==> src/rtl/ethernet_tx_arbiter.sv <==
// rtl/ethernet_tx_arbiter.sv - round-robin arbiter sharing one MAC tx bus among NUM_PORTS frame sources
// Optional grant watchdog: define TX_ARB_WATCHDOG_EN.
module ethernet_tx_arbiter #(
    parameter int NUM_PORTS       = 4,
    parameter int GAP_CYCLES      = 2,
    parameter int WATCHDOG_CYCLES = 4096,
    parameter int DATA_W          = 32,
    parameter int BV_W            = 3
) (
    input  logic                               i_clk,
    input  logic                               i_rst,
    input  logic [NUM_PORTS-1:0]               i_src_req,
    output logic [NUM_PORTS-1:0]               o_src_grant,
    input  logic [NUM_PORTS-1:0]               i_src_done,
    input  logic [NUM_PORTS-1:0]               i_src_start,
    input  logic [NUM_PORTS-1:0]               i_src_data_valid,
    input  logic [NUM_PORTS-1:0][BV_W-1:0]     i_src_bytes_valid,
    input  logic [NUM_PORTS-1:0][DATA_W-1:0]   i_src_data,
    input  logic                               i_tx_ready,
    output logic                               o_tx_start,
    output logic                               o_tx_data_valid,
    output logic [BV_W-1:0]                    o_tx_bytes_valid,
    output logic [DATA_W-1:0]                  o_tx_data,
    output logic [31:0]                        o_frame_count,
    output logic                               o_watchdog_fault
);
    localparam int SEL_W = (NUM_PORTS > 1) ? $clog2(NUM_PORTS) : 1;
    localparam int GAP_W = $clog2(GAP_CYCLES + 1);

    typedef enum logic [1:0] {S_IDLE, S_ACTIVE, S_GAP} state_t;

    state_t               r_state, w_state_next;
    logic [NUM_PORTS-1:0] r_grant;
    logic [SEL_W-1:0]     r_sel;
    logic [SEL_W-1:0]     r_ptr;
    logic [GAP_W-1:0]     r_gap_cnt;
    logic                 r_tx_start, r_tx_dv;
    logic [BV_W-1:0]      r_tx_bv;
    logic [DATA_W-1:0]    r_tx_data;
    logic [31:0]          r_frame_count;
    logic                 w_found;
    logic [SEL_W-1:0]     w_pick;
    logic [SEL_W-1:0]     w_idx;
    logic                 w_done;
    logic                 w_expire;

    // First requester at or after the round-robin pointer, wrapping.
    always_comb begin
        w_found = 1'b0;
        w_pick  = '0;
        w_idx   = '0;
        for (int i = 0; i < NUM_PORTS; i++) begin
            w_idx = SEL_W'((int'(r_ptr) + i) % NUM_PORTS);
            if (!w_found && i_src_req[w_idx]) begin
                w_found = 1'b1;
                w_pick  = w_idx;
            end
        end
    end

    assign w_done = i_src_done[r_sel];

`ifdef TX_ARB_WATCHDOG_EN
    localparam int WD_W = $clog2(WATCHDOG_CYCLES + 1);
    logic [WD_W-1:0] r_wd_cnt;
    logic            r_wd_fault;

    // src_done on the expiry cycle is a normal completion, not a fault.
    assign w_expire = (r_state == S_ACTIVE) && !w_done &&
                      (r_wd_cnt == WD_W'(WATCHDOG_CYCLES - 1));

    always_ff @(posedge i_clk or posedge i_rst) begin
        if (i_rst) begin
            r_wd_cnt   <= '0;
            r_wd_fault <= 1'b0;
        end else begin
            r_wd_fault <= w_expire;
            if (r_state != S_ACTIVE)
                r_wd_cnt <= '0;
            else
                r_wd_cnt <= r_wd_cnt + 1'b1;
        end
    end

    assign o_watchdog_fault = r_wd_fault;
`else
    logic w_unused_wd;
    assign w_unused_wd      = (WATCHDOG_CYCLES == 0);
    assign w_expire         = 1'b0;
    assign o_watchdog_fault = 1'b0;
`endif

    always_comb begin
        w_state_next = r_state;
        case (r_state)
            S_IDLE:   if (i_tx_ready && w_found) w_state_next = S_ACTIVE;
            S_ACTIVE: if (w_done || w_expire) w_state_next = S_GAP;
            S_GAP:    if (r_gap_cnt == GAP_W'(GAP_CYCLES - 1)) w_state_next = S_IDLE;
            default:  w_state_next = S_IDLE;
        endcase
    end

    always_ff @(posedge i_clk or posedge i_rst) begin
        if (i_rst) begin
            r_state       <= S_IDLE;
            r_grant       <= '0;
            r_sel         <= '0;
            r_ptr         <= '0;
            r_gap_cnt     <= '0;
            r_tx_start    <= 1'b0;
            r_tx_dv       <= 1'b0;
            r_tx_bv       <= '0;
            r_tx_data     <= '0;
            r_frame_count <= '0;
        end else begin
            r_state <= w_state_next;
            case (r_state)
                S_ACTIVE: begin
                    r_tx_start <= i_src_start[r_sel];
                    r_tx_dv    <= i_src_data_valid[r_sel];
                    r_tx_bv    <= i_src_bytes_valid[r_sel];
                    r_tx_data  <= i_src_data[r_sel];
                    if (w_done || w_expire) begin
                        r_grant   <= '0;
                        r_gap_cnt <= '0;
                    end
                    if (w_done)
                        r_frame_count <= r_frame_count + 32'd1;
                end
                S_GAP: begin
                    r_tx_start <= 1'b0;
                    r_tx_dv    <= 1'b0;
                    r_tx_bv    <= '0;
                    r_gap_cnt  <= r_gap_cnt + 1'b1;
                end
                default: begin
                    r_tx_start <= 1'b0;
                    r_tx_dv    <= 1'b0;
                    r_tx_bv    <= '0;
                    if (i_tx_ready && w_found) begin
                        r_grant <= NUM_PORTS'(1) << w_pick;
                        r_sel   <= w_pick;
                        r_ptr   <= (w_pick == SEL_W'(NUM_PORTS - 1)) ? '0 : w_pick + 1'b1;
                    end
                end
            endcase
        end
    end

    assign o_src_grant      = r_grant;
    assign o_tx_start       = r_tx_start;
    assign o_tx_data_valid  = r_tx_dv;
    assign o_tx_bytes_valid = r_tx_bv;
    assign o_tx_data        = r_tx_data;
    assign o_frame_count    = r_frame_count;
endmodule

==> config.mk <==
export PLATFORM = sky130hd
export DESIGN_NAME = ethernet_tx_arbiter
export DESIGN_NICKNAME = d
export VERILOG_FILES = /design/src/rtl/ethernet_tx_arbiter.sv
export SDC_FILE = /design/constraint.sdc
export NUM_CORES = 1
export LEC_CHECK = 0
export CAP_MARGIN = 20
export CORE_MARGIN = 4
export CORE_UTILIZATION = 43
export DETAILED_ROUTE_END_ITERATION = 6
export PLACE_DENSITY = 0.83
export SKIP_CTS_REPAIR_TIMING = 1
export SLEW_MARGIN = 20
export SYNTH_ARGS = -nofsm -noshare
export SYNTH_HDL_FRONTEND = slang
export SYNTH_SLANG_ARGS = --single-unit
==> constraint.sdc <==
create_clock -name i_clk -period 7.73 [get_ports i_clk]
set_input_delay 2.319 -clock i_clk [delete_from_list [all_inputs] [get_ports i_clk]]
set_output_delay 2.319 -clock i_clk [all_outputs]
set_load 0.02 [all_outputs]
==> impl_metrics.json <==
{
  "r2r_cells": 5,
  "numCtsBuffers": 9,
  "yosysSeqAreaShare_pct": 46.4,
  "clock_sinks": 81,
  "synth_most_common_cell": "dfrtp_1",
  "worstSetupPathType": "primary input to register",
  "synth_edf_count": 0,
  "io_pins": 233,
  "critPathTopFamily": "simple AND/OR/NAND/NOR gates",
  "fin_util_pct": 71.6,
  "clock-root-buffer": "clkbuf_8",
  "period_share_pct": 51.4,
  "vdd_ir_drop_max_v": 0.000142,
  "cts_tree": "yes",
  "place_inst": 678,
  "met2_usage_pct": 44.5,
  "wl_per_cell_microns": 18.8,
  "rrSetupSlack_ns": 5.04,
  "rows": 36,
  "reg2reg_from": "r_sel[1]",
  "drt_wl_total_mm": 13.0,
  "yosys-top-cells-count": "dfrtp_1 (81), mux4_2 (38), mux2_2 (36), xnor2_1 (26), nand2_1 (25)",
  "fin_hold_ws_ns": 0.486,
  "grt-ovfl-total": 0,
  "drive_gt1_share_pct": 17.7,
  "die_w_microns": 109,
  "powerDensity_nw_per_um2": 309,
  "status": "completed",
  "vias_per_cell": 5.29,
  "ys_async_sr_fraction_pct": 100,
  "synth_ff_type": "dfrtp_1",
  "fin_area_sq_um": 7030,
  "synth.distinct_cells": 34,
  "cp.arrival_ns": 4.22,
  "ant_nets": 0,
  "insertion_delay_ns": 0.35,
  "cp.depth": 6,
  "final_cells": 693,
  "grt_antenna_before_repair": 0,
  "top_usage_layer": "met2",
  "hold_viol_final": 0,
  "synthAdderAreaFrac_pct": 2.86,
  "drc": 0,
  "fin_tns_setup_ns": 0,
  "met3_usage_pct": 6.99,
  "worst_pin_slew_ns": 0.945,
  "crit_fanout": 8,
  "place_congestion": 0.815,
  "min_path_type": "register to register",
  "htreeDepth": 3,
  "synthesis.nets": 496,
  "startpoint": "i_src_done[1]",
  "path_buf_inv": 1,
  "start_util_pct": 44.5,
  "max_clock_freq_ghz": 0.252,
  "syn_area_per_cell_sq_um": 13.4,
  "cts_max_path_buffers": 2,
  "die-area_sq_um": 11800,
  "end_kind": "register",
  "synth_xor_area_share_pct": 6.41,
  "dp_hpwl_mm": 10.5,
  "skew_ns": 0.0154,
  "p_leak_nw": 2.80,
  "synthCells": 327,
  "grt_max_degree": 82,
  "synth_top_family_by_area": "multiplexers",
  "rsz0062_at_grt": "false",
  "vias": 3667,
  "timing.final.crit_period_ns": 3.98,
  "setup_ws_ns": 3.75,
  "slew_headroom_pct": 37.0,
  "final_nets": 725,
  "endpoint": "o_frame_count[25]",
  "cp_slowest_cell": "nor4_4",
  "die_h_microns": 109,
  "io_buffers": 231,
  "synth.mux.area_fraction_pct": 28.8,
  "cap_violations": 0,
  "yosys-top-cells-area": "dfrtp_1 (46%), mux4_2 (20%), mux2_2 (9.3%), xnor2_1 (5.2%), ha_1 (2.9%)",
  "clk_pin_slew_ns": 0.09,
  "synthSimpleGateAreaFrac_pct": 10.0,
  "cp.required_ns": 7.97,
  "grt_pass1_wl_mm": 20.5,
  "first_pass_iters": 4,
  "synth_top_area_share_pct": 46.4,
  "area_delta_synth_final_pct": 60.8,
  "setup_viol": 0,
  "grt_pass1_vias": 4075,
  "yosys_warnings": 0,
  "diodes": 0,
  "grt_use_met1_pct": 24.5,
  "ys_seq_elements": 81,
  "yosysTopAreaCell": "dfrtp_1",
  "synth_area_sq_um": 4370,
  "placed_cell_area_sq_um": 6810,
  "p_total_mw": 2.17,
  "r2r-end": "o_frame_count[25]",
  "pre_cts_ws_ns": 3.37,
  "core_area_sq_um": 9820,
  "startpoint_type": "primary input",
  "grt_usage_pct": 23.0,
  "worstPathCellList": "clkdlybuf4s50_1 -> mux4_2 -> nand3_2 -> nor4_4 -> nand4_1 -> xnor2_1",
  "slew_violations": 0,
  "synth_compound_area_share_pct": 2.86,
  "drt_iter0_markers": 98,
  "cp_slowest_stage_delay_ns": 0.51
}
area by class of cell:
cell class	instances	area [sq um]
inverter	11	42.5
clock buffer	9	124
fill	737	2790
sequential	81	2030
timing repair buffer	234	2340
tap	133	166
clock inverter	6	92.6
multi-input combinational	219	2240
power by group:
group / switching (mW) / internal [mW] / total (mW)
clock network: 0.157 / 0.182 / 0.339
registers: 0.135 / 0.567 / 0.702
logic: 0.487 / 0.642 / 1.13
total: 0.779 / 1.39 / 2.17
cell usage in the layout (no fill, tap or decap), types with 10 or more instances in the layout:
master	instances
mux4_2	38
dfrtp_1	79
nand2_1	25
inv_1	10
clkdlybuf4s50_1	231
mux2_2	36
nand3_1	16
xnor2_1	26
cell families after synthesis:
| group | after synthesis |
|---|---|
| adders and majority gates | 10 |
| DFF | 81 |
| AOI/OAI and AO/OA | 21 |
| buffers and inverters | 27 |
| and+or+nand+nor | 81 |
| other | 1 |
| xor gates and xnor gates | 32 |
| muxes | 74 |
how the worst min path moves through the flow:
stage	startpoint	depth (start not counted)	to
floorplan	r_gap_cnt[1]	2	r_gap_cnt[1]
global placement	o_frame_count[31]	1	o_frame_count[31]
detailed placement	o_frame_count[31]	1	o_frame_count[31]
CTS	o_frame_count[31]	1	o_frame_count[31]
global route	o_frame_count[31]	1	o_frame_count[31]
finish	o_frame_count[31]	1	o_frame_count[31]
flip-flops by register name, summed over array words and instances, names as in the netlist:
name	count
r_sel	2
r_state	2
o_tx_start	1
r_ptr	2
o_src_grant	4
o_frame_count	32
o_tx_data	32
r_gap_cnt	2
o_tx_data_valid	1
o_tx_bytes_valid	3
metal layers:
layer,share of wire (%),wire (microns)
met1,34,4470
met2,56,7340
met3,8.3,1090
met4,1.1,145
met5,0,0
Power figures use the tool's default switching activity.
